<file path="src/rtl/exc_pkg.sv">
`default_nettype none
// ============================================================================
//  Module      : exc_pkg
//  Description : Shared ExcCode values, sequencer state encoding and the
//                default exception handler vector.
//  Revision    : 1.0 - initial release
// ============================================================================
package exc_pkg;

    typedef logic [2:0] state_t;

    localparam logic [4:0] c_exc_int  = 5'd0;
    localparam logic [4:0] c_exc_adel = 5'd4;
    localparam logic [4:0] c_exc_ades = 5'd5;
    localparam logic [4:0] c_exc_ri   = 5'd10;
    localparam logic [4:0] c_exc_ov   = 5'd12;

    localparam state_t c_st_idle     = 3'd0;
    localparam state_t c_st_entry    = 3'd1;
    localparam state_t c_st_flush    = 3'd2;
    localparam state_t c_st_redirect = 3'd3;
    localparam state_t c_st_eret_clr = 3'd4;

    localparam logic [31:0] c_default_handler_addr = 32'h0000_4180;

endpackage
`default_nettype wire

</file>
<file path="src/rtl/hwint_sync.sv">
`default_nettype none
// ============================================================================
//  Module      : hwint_sync
//  Description : Multi-flop synchroniser for asynchronous level interrupt lines.
//  Revision    : 1.0 - initial release
// ============================================================================
module hwint_sync #(
    parameter int SYNC_STAGES = 2,
    parameter int WIDTH       = 6
) (
    input  logic             clk,
    input  logic             reset,
    input  logic [WIDTH-1:0] async_i,
    output logic [WIDTH-1:0] sync_o
);

    // Stage 0 occupies the low WIDTH bits; the oldest sample sits at the top.
    logic [SYNC_STAGES*WIDTH-1:0] chain_q;

    always_ff @(posedge clk or posedge reset) begin
        if (reset) begin
            chain_q <= '0;
        end else begin
            chain_q <= {chain_q[(SYNC_STAGES-1)*WIDTH-1:0], async_i};
        end
    end

    assign sync_o = chain_q[SYNC_STAGES*WIDTH-1 -: WIDTH];

endmodule
`default_nettype wire

</file>
<file path="src/rtl/exc_int_sequencer.sv">
`default_nettype none
// ============================================================================
//  Module      : exc_int_sequencer
//  Description : Arbitrates interrupt / exception / ERET in the M stage, drives
//                the CP0 update strobes and sequences pipeline flush/redirect.
//  Revision    : 1.0 - initial release
// ============================================================================
module exc_int_sequencer
    import exc_pkg::*;
#(
    parameter logic [31:0] HANDLER_ADDR = c_default_handler_addr,
    parameter int          FLUSH_CYCLES = 1,
    parameter int          SYNC_STAGES  = 2
) (
    input  logic        clk,
    input  logic        reset,
    input  logic [5:0]  hwint_raw,
    input  logic        m_valid,
    input  logic [4:0]  m_exc_code,
    input  logic [31:0] m_pc,
    input  logic        m_bd,
    input  logic        m_eret,
    input  logic [5:0]  sr_im,
    input  logic        sr_ie,
    input  logic        sr_exl,
    input  logic [31:0] epc,
    output logic [5:0]  cp0_hwint,
    output logic [4:0]  cp0_exc_code,
    output logic [31:0] cp0_pc,
    output logic        cp0_bd,
    output logic        cp0_entry,
    output logic        cp0_exl_clr,
    output logic        flush,
    output logic        stall,
    output logic        redirect,
    output logic [31:0] redirect_pc
);

    localparam logic [2:0] c_flush_load = 3'(FLUSH_CYCLES - 1);

    state_t      state_q,  state_d;
    logic [4:0]  code_q,   code_d;
    logic [31:0] pc_q,     pc_d;
    logic        bd_q,     bd_d;
    logic [31:0] target_q, target_d;
    logic [31:0] rpc_q,    rpc_d;
    logic [2:0]  cnt_q,    cnt_d;

    logic        w_int_req;
    logic        w_exc_req;
    logic        w_eret_req;

    hwint_sync #(
        .SYNC_STAGES (SYNC_STAGES),
        .WIDTH       (6)
    ) u_hwint_sync (
        .clk     (clk),
        .reset   (reset),
        .async_i (hwint_raw),
        .sync_o  (cp0_hwint)
    );

    assign w_int_req  = m_valid & sr_ie & ~sr_exl & (|(cp0_hwint & sr_im));
    assign w_exc_req  = m_valid & ~sr_exl & (m_exc_code != c_exc_int);
    assign w_eret_req = m_valid & m_eret & (m_exc_code == c_exc_int);

    always_comb begin
        state_d  = state_q;
        code_d   = code_q;
        pc_d     = pc_q;
        bd_d     = bd_q;
        target_d = target_q;
        rpc_d    = rpc_q;
        cnt_d    = cnt_q;
        case (state_q)
            c_st_idle: begin
                // An interrupt is charged with ExcCode 0 even if M also faults.
                if (w_int_req || w_exc_req) begin
                    state_d  = c_st_entry;
                    code_d   = w_int_req ? c_exc_int : m_exc_code;
                    pc_d     = m_pc;
                    bd_d     = m_bd;
                    target_d = HANDLER_ADDR;
                end else if (w_eret_req) begin
                    state_d  = c_st_eret_clr;
                    target_d = epc;
                end
            end
            c_st_entry, c_st_eret_clr: begin
                state_d = c_st_flush;
                cnt_d   = c_flush_load;
            end
            c_st_flush: begin
                if (cnt_q == 3'd0) begin
                    state_d = c_st_redirect;
                    rpc_d   = target_q;
                end else begin
                    cnt_d = cnt_q - 3'd1;
                end
            end
            c_st_redirect: begin
                state_d = c_st_idle;
            end
            default: begin
                state_d = c_st_idle;
            end
        endcase
    end

    always_ff @(posedge clk or posedge reset) begin
        if (reset) begin
            state_q  <= c_st_idle;
            code_q   <= '0;
            pc_q     <= '0;
            bd_q     <= 1'b0;
            target_q <= HANDLER_ADDR;
            rpc_q    <= HANDLER_ADDR;
            cnt_q    <= '0;
        end else begin
            state_q  <= state_d;
            code_q   <= code_d;
            pc_q     <= pc_d;
            bd_q     <= bd_d;
            target_q <= target_d;
            rpc_q    <= rpc_d;
            cnt_q    <= cnt_d;
        end
    end

    // Outputs decode straight from state so an async reset drops them at once.
    assign cp0_entry    = (state_q == c_st_entry);
    assign cp0_exl_clr  = (state_q == c_st_eret_clr);
    assign cp0_exc_code = cp0_entry ? code_q : '0;
    assign cp0_pc       = cp0_entry ? pc_q   : '0;
    assign cp0_bd       = cp0_entry & bd_q;
    assign stall        = (state_q == c_st_entry) || (state_q == c_st_eret_clr) ||
                          (state_q == c_st_flush);
    assign redirect     = (state_q == c_st_redirect);
    assign flush        = stall | redirect;
    assign redirect_pc  = rpc_q;

endmodule
`default_nettype wire

</file>
<file path="config.mk">
export PLATFORM = sky130hd
export DESIGN_NAME = exc_int_sequencer
export DESIGN_NICKNAME = d
export VERILOG_FILES = /design/src/rtl/exc_pkg.sv /design/src/rtl/hwint_sync.sv /design/src/rtl/exc_int_sequencer.sv
export SDC_FILE = /design/constraint.sdc
export NUM_CORES = 1
export LEC_CHECK = 0
export ABC_AREA = 1
export BUFFER_PORTS_ARGS = -buffer_cell sky130_fd_sc_hd__buf_2
export CAP_MARGIN = 0
export CORE_MARGIN = 4
export CORE_UTILIZATION = 45
export DETAILED_ROUTE_END_ITERATION = 6
export PLACE_DENSITY = 0.72
export SETUP_SLACK_MARGIN = 0.4
export SYNTH_ARGS = -nofsm -noshare
export SYNTH_HDL_FRONTEND = slang
export SYNTH_SLANG_ARGS = --single-unit
</file>
<file path="constraint.sdc">
create_clock -name clk -period 5.7 [get_ports clk]
set_clock_uncertainty 0.2 [all_clocks]
set_input_delay 0.855 -clock clk [delete_from_list [all_inputs] [get_ports clk]]
set_output_delay 0.855 -clock clk [all_outputs]
set_load 0.01 [all_outputs]
</file>
**Word level (Yosys, flattened, before mapping)**

Index checks and enable logic that the tools add are counted.

- $add $sub $neg: 1
- $mul: 0
- Div/mod/pow operators: 0
- Order comparisons: 0
- Equal/unequal tests: 7
- Shift-type cells: 0
- Mux-type cells: 11
- Bitwise logic cells: 11
- Reduce and logical (&&, ||, !) cells: 16

Operators with widths:

| kind | number |
|---|---|
| $mux 32 | 3 |
| $mux 3 | 4 |
| $mux 5 | 2 |
| $reduce_and 2->1 | 5 |
| $pmux 3 s3 | 1 |
| $and 1x1->1 | 8 |
| $and 6x6->6 | 1 |
| $eq 3x2->1 const B | 2 |
| $logic_not 3->1 | 2 |
| $pmux 3 s2 | 1 |
| $reduce_or 6->1 | 1 |
| $logic_not 5->1 | 1 |
| $reduce_bool 5->1 | 1 |
| $ne 2x2->1 const B | 2 |
| $reduce_bool 2->1 | 2 |
| $eq 3x1->1 const B | 1 |
| $eq 3x3->1 const B | 1 |
| $logic_or 1x1->1 | 3 |
| $ne 3x3->1 const B | 1 |
| $sub 3x1->3 const B | 1 |
| $reduce_or 2->1 | 1 |
| $not 1->1 | 1 |
| $or 1x1->1 | 1 |

- Bits in registers: 120
- Latch bits: 0
- Bits in writable memories: 0
- ROM bits: 0
- Input bits: 88
- Output and inout bits: 81
- Logic and storage cells: 54
- Memories kept: 0

**Depth between registers and ports, before layout**

- Depth in word-level cells: 6
- Mapped depth: 11
- Depth with buffers taken out: 9

**By module**

Synthesis repeated with hierarchy kept, for this count alone.

- Cell total of the unflattened synthesis: 540
- Area total of the unflattened synthesis: 5225.0 µm²

By module, submodules not included:

| module | times used | cells each | area each (µm²) | sequential area each (µm²) |
|---|---|---|---|---|
| exc_int_sequencer | 1 | 521 | 4875.9 | 2710.1 |
| hwint_sync | 1 | 19 | 349.1 | 300.3 |

**Worst setup path after synthesis**

OpenSTA, ideal clock, no wires.

- Path kind: flip-flop to output port
- Start point: reg state_q[2]
- End point: out cp0_pc[22]
- Arrival time: 1.081 ns
- Required time: 4.645 ns
- Setup slack: 3.564 ns
- Cell stages (with the launch flop): 6
- Path buffers: 2
- Cell sequence: dfrtp_1 > inv_2 > nand3_1 > buf_2 > buf_2 > nor2_1

- Word-level cells in the longest chain between the ends: 2

RTL lines:

| what | RTL line | source |
|---|---|---|
| from (decl) | exc_int_sequencer.sv:41 | `state_t state_q, state_d;` |
| from (signal assigned) | exc_int_sequencer.sv:112 | `state_q <= c_st_idle;` |
| from (signal assigned) | exc_int_sequencer.sv:120 | `state_q <= state_d;` |
| $eq 3x1->1 | exc_int_sequencer.sv:131 | `assign cp0_entry = (state_q == c_st_entry);` |
| $mux 32 | exc_int_sequencer.sv:134 | `assign cp0_pc = cp0_entry ? pc_q : '0;` |
| to (decl) | exc_int_sequencer.sv:29 | `output logic [31:0] cp0_pc,` |

Every way passes these cells.

**Worst setup path after layout**

- Start point: in sr_im[3]
- End point: reg target_q[24]

- Word-level cells in the longest chain between the ends: 6
- Elaborated cells on any way between the ends: 7
- Classes of those cells: 1 x mux; 2 x bitwise; 4 x reduce/logical

RTL lines:

| what | RTL line | source |
|---|---|---|
| from (decl) | exc_int_sequencer.sv:23 | `input logic [5:0] sr_im,` |
| $and 6x6->6 (*) | exc_int_sequencer.sv:63 | `assign w_int_req = m_valid & sr_ie & ~sr_exl & (\|(cp0_hwint & sr_im));` |
| $reduce_or 6->1 (*) | exc_int_sequencer.sv:63 |  |
| $and 1x1->1 (*) | exc_int_sequencer.sv:63 |  |
| $logic_or 1x1->1 (*) | exc_int_sequencer.sv:78 | `if (w_int_req \|\| w_exc_req) begin` |
| $reduce_bool 2->1 (no source line) | - |  |
| $reduce_and 2->1 (no source line) | - |  |
| to (signal assigned) | exc_int_sequencer.sv:124 | `target_q <= target_d;` |
| to (decl) | exc_int_sequencer.sv:45 | `logic [31:0] target_q, target_d;` |

Every way passes the cells marked *; elsewhere a longest branch is shown, timed or not.
A chain may end at the register's enable or synchronous reset.

==> results.md <==
- I/O pin cnt: ~170
- CTS Sinks: 120
- Fin Setup TNS: 0 ns
- Worst Path Max Fanout: 36
- Slew headroom: 19.29%
- Total die area: around 13000 um2
- Final hold viol count: 0
- Global route overflow: 0
- Reg2reg end: target_q[24]$_DFFE_PP0P_
- CP Cell Sequence: buf_2 > nand2_1 > nand2_1 > nor2_1 > nand2_1 > nand2_2 > nand2_4 > nor2_2 > nand2_1 > nand2_1
- Max Root-Sink Buffers: 2
- Layout cells sized above 1: 34.27%
- Setup Viol. Count Final: 0
- Flip-flop and latch count after synthesis: 120
- Share of the synthesized area in the top cell type: between 50% and 60%
- Required time of the critical path: 5.84 ns
- CP max-delay cell: nor2_2
- Area growth, synth to finish: 28.83%
- Unrepaired setup endpoints after global routing: no
- DR vias/cell: between 4 and 5
- Post-place setup slack: between 2 and 2.5 ns
- H-tree levels: 4
- Worst Hold Depth: 0
- Period minus WS final: 2.859 ns
- Port bufs: 168
- Worst-Margin Slew: 1.209 ns
- CTS Hold Bufs: 0
- Sequential share of the synthesized area: 59.29%
- Netlist cell types: 24
- Yosys warning count: 0
- Clock Latency Late Sink: 0.41 ns
- Routed WL: 11.89 mm
- Hold WC Path Type: flip-flop to flip-flop
- Fmax: roughly 350 MHz
- Vias: 4070
- Worst reg-to-reg path cell count: 7
- Final nets: 789
- Worst reg2reg path startpoint: state_q[0]$_DFFE_PP0P_
- Dpl hpwl: 8.272 mm
- Mapped cell area: 5077 um2
- Initial Utilization: 46.43%
- Core Area: between 10000 and 15000 um2
- Hold Crit Start: u_hwint_sync.chain_q[4]$_DFF_PP0_
- Setup bufs post-CTS: 0
- Syn_nets: approximately 630
- Die extent in x: around 110 um
- Crit path top cell by count: nand2_1
- Top cells by area, synth: dfrtp_1 56%, nand2_1 14%, mux2_2 5.1%
- Max Cap Viol: 0
- Final worst-path cycle share: 50.17%
- First-pass GRT wire length: between 15 and 20 mm
- Crit path largest cell delay: around 0.99 ns
- CTS tree: yes
- Non-Filler Instances: between 800 and 900
- Wire length per cell: roughly 14 um
- Gr usage total: 19.05%
- Gpl congestion: 0.8499
- Post_cts resized: 0
- Height of the die: 114.2 um
- Worst setup EP type: flip-flop
- Dpl cell area: between 5000 and 6000 um2
- Fillcell total: 965
- Drt drc: 0
- WHS Endpoint: u_hwint_sync.chain_q[10]$_DFF_PP0_
- Type of origin of the critical path: primary input
- P_leak: 3.859 nW
- Setup slack, reg-to-reg: between 2 and 3 ns
- VDD IR max: 0.2156 mV
- Final setup margin: 2.841 ns
- Outcome: completed
- Synth Area per Inst: approximately 9.4 um2
- Pin count of the biggest net entering global routing: 64
- Pwr Density: 459.8 nW/um2
- Slew Limit Fails: 0
- Starting DRT DRC Count: 322
- Dpl cells: 820
- Syn Inst Count: roughly 540
- Clock slew at reported path FFs: 0.05 ns
- CTS Root Cell: clkbuf_16
- Cell area after layout: roughly 6500 um2
- CTS Buf Count: 17
- Vias in the first global route: 4146
- CP Data Arrival Time: about 3 ns
- Leading area contributor after synthesis: dfrtp_1
- DR pass1 iterations: 4
- FP Rows: 38
- Type of the worst setup path: primary input to flip-flop
- Diode count: 0
- Initial antenna violation count: 0
- Detail Route Antenna Nets: 0
-- kinds of logic (layout without fill, tap and decap cells) --
kind of cell             Yosys count  count (layout)  share of synthesized area [%]
AO/OA/AOI/OAI                     10              10                          1.035
adder cells (fa/ha/maj)            2               2                         0.4928
buffers and inverters             89             260                          8.428
flip-flops                       120             120                          59.29
multiplexers                      32              32                          7.097
AND/OR/NAND/NOR                  288             288                          23.66
-- power breakdown --
group	total, mW	switching [mW]	internal [mW]
logic	0.727	0.466	0.261
clock network	1.14	0.376	0.765
registers	1.14	0.0927	1.05
-- area by class of cell --
cell class	instances	area [um2]	area share, %
Multi-Input combinational cell	332	1639	25.06
Clock buffer	21	470.5	7.192
Clock inverter	11	170.2	2.601
Tap cell	140	175.2	2.678
Inverter	58	220.2	3.366
Sequential cell	120	3010	46.02
Timing Repair Buffer	170	855.8	13.08
-- critical path, delay by kind of cell --
family                 cells  cell delay [ns]
buffers and inverters      1             0.10
and+or+nand+nor            9             2.03
-- cell usage in the layout, fill, tap and decap left out, types with 2 or more instances in the layout --
master      instances
nand2_1           186
buf_2             168
dfrtp_1           114
inv_1              54
nor2_1             47
nand3_1            45
mux2_2             23
clkbuf_16          17
mux2_1              9
dfstp_2             6
o21ai_1             5
bufinv_16           4
inv_2               3
nand2_2             3
clkinvlp_4          3
clkbuf_8            3
nor2_2              2
nand2_4             2
o21ai_0             2
o22ai_1             2
ha_1                2
clkinv_2            2
clkinv_4            2
buf_4               2
-- state kept, by name (all words and copies together), names as in the netlist --
register,count
bd_q,1
code_q,5
target_q,32
pc_q,32
cnt_q,3
state_q,3
u_hwint_sync.chain_q,12
redirect_pc,32
-- metal layers --
| metal | global-route usage (%) | share of wire, % | wire length (um) |
|---|---|---|---|
| met4 | 5.146 | 1.0 | 123 |
| met1 | 23.52 | 41 | 4842 |
| met5 | 0 | 0 | 0 |
| met3 | 7.558 | 10 | 1185 |
| met2 | 31.26 | 48 | 5733 |
-- stage by stage --
stage | total power, mW | hold slack [ns] | utilization (%)
after floorplan | 1.667 | 0.1312 | -
final | 3.008 | 0.1479 | 59.82
after CTS | 3.039 | 0.1522 | 59.82
after detailed placement | 1.888 | 0.1347 | 53.96
after global placement | 1.856 | 0.1324 | 53.96
after global routing | 3.197 | 0.1551 | 59.82
-- synth_stat cells --
library cell and count:
nand2_2 3, buf_6 4, nand3b_4 1, nor2_1 47, buf_2 12, nor2_2 2, buf_4 13, o21ai_0 2
mux2_1 9, a21oi_1 1, nand3_4 1, inv_1 55, inv_2 3, nand3_1 45, ha_1 2, nand2_1 186
dfstp_2 6, clkbuf_1 2, o21ai_1 5, o22ai_1 2, nand2_4 2, mux2_2 23, dfrtp_1 114, nand3_2 1
-- how the worst max path moves through the flow --
stage,startpoint,end,cells past startpoint
3_5_place_dp,sr_im[3],target_q[21]$_DFFE_PP0P_,10
2_1_floorplan,reset,bd_q$_DFFE_PP0P_,1
3_3_place_gp,sr_im[3],target_q[2]$_DFFE_PP0P_,10
5_1_grt,state_q[0]$_DFFE_PP0P_,target_q[24]$_DFFE_PP0P_,7
4_1_cts,sr_im[3],target_q[24]$_DFFE_PP0P_,10
6_report,sr_im[3],target_q[24]$_DFFE_PP0P_,10
Power figures use the tool's default switching activity.
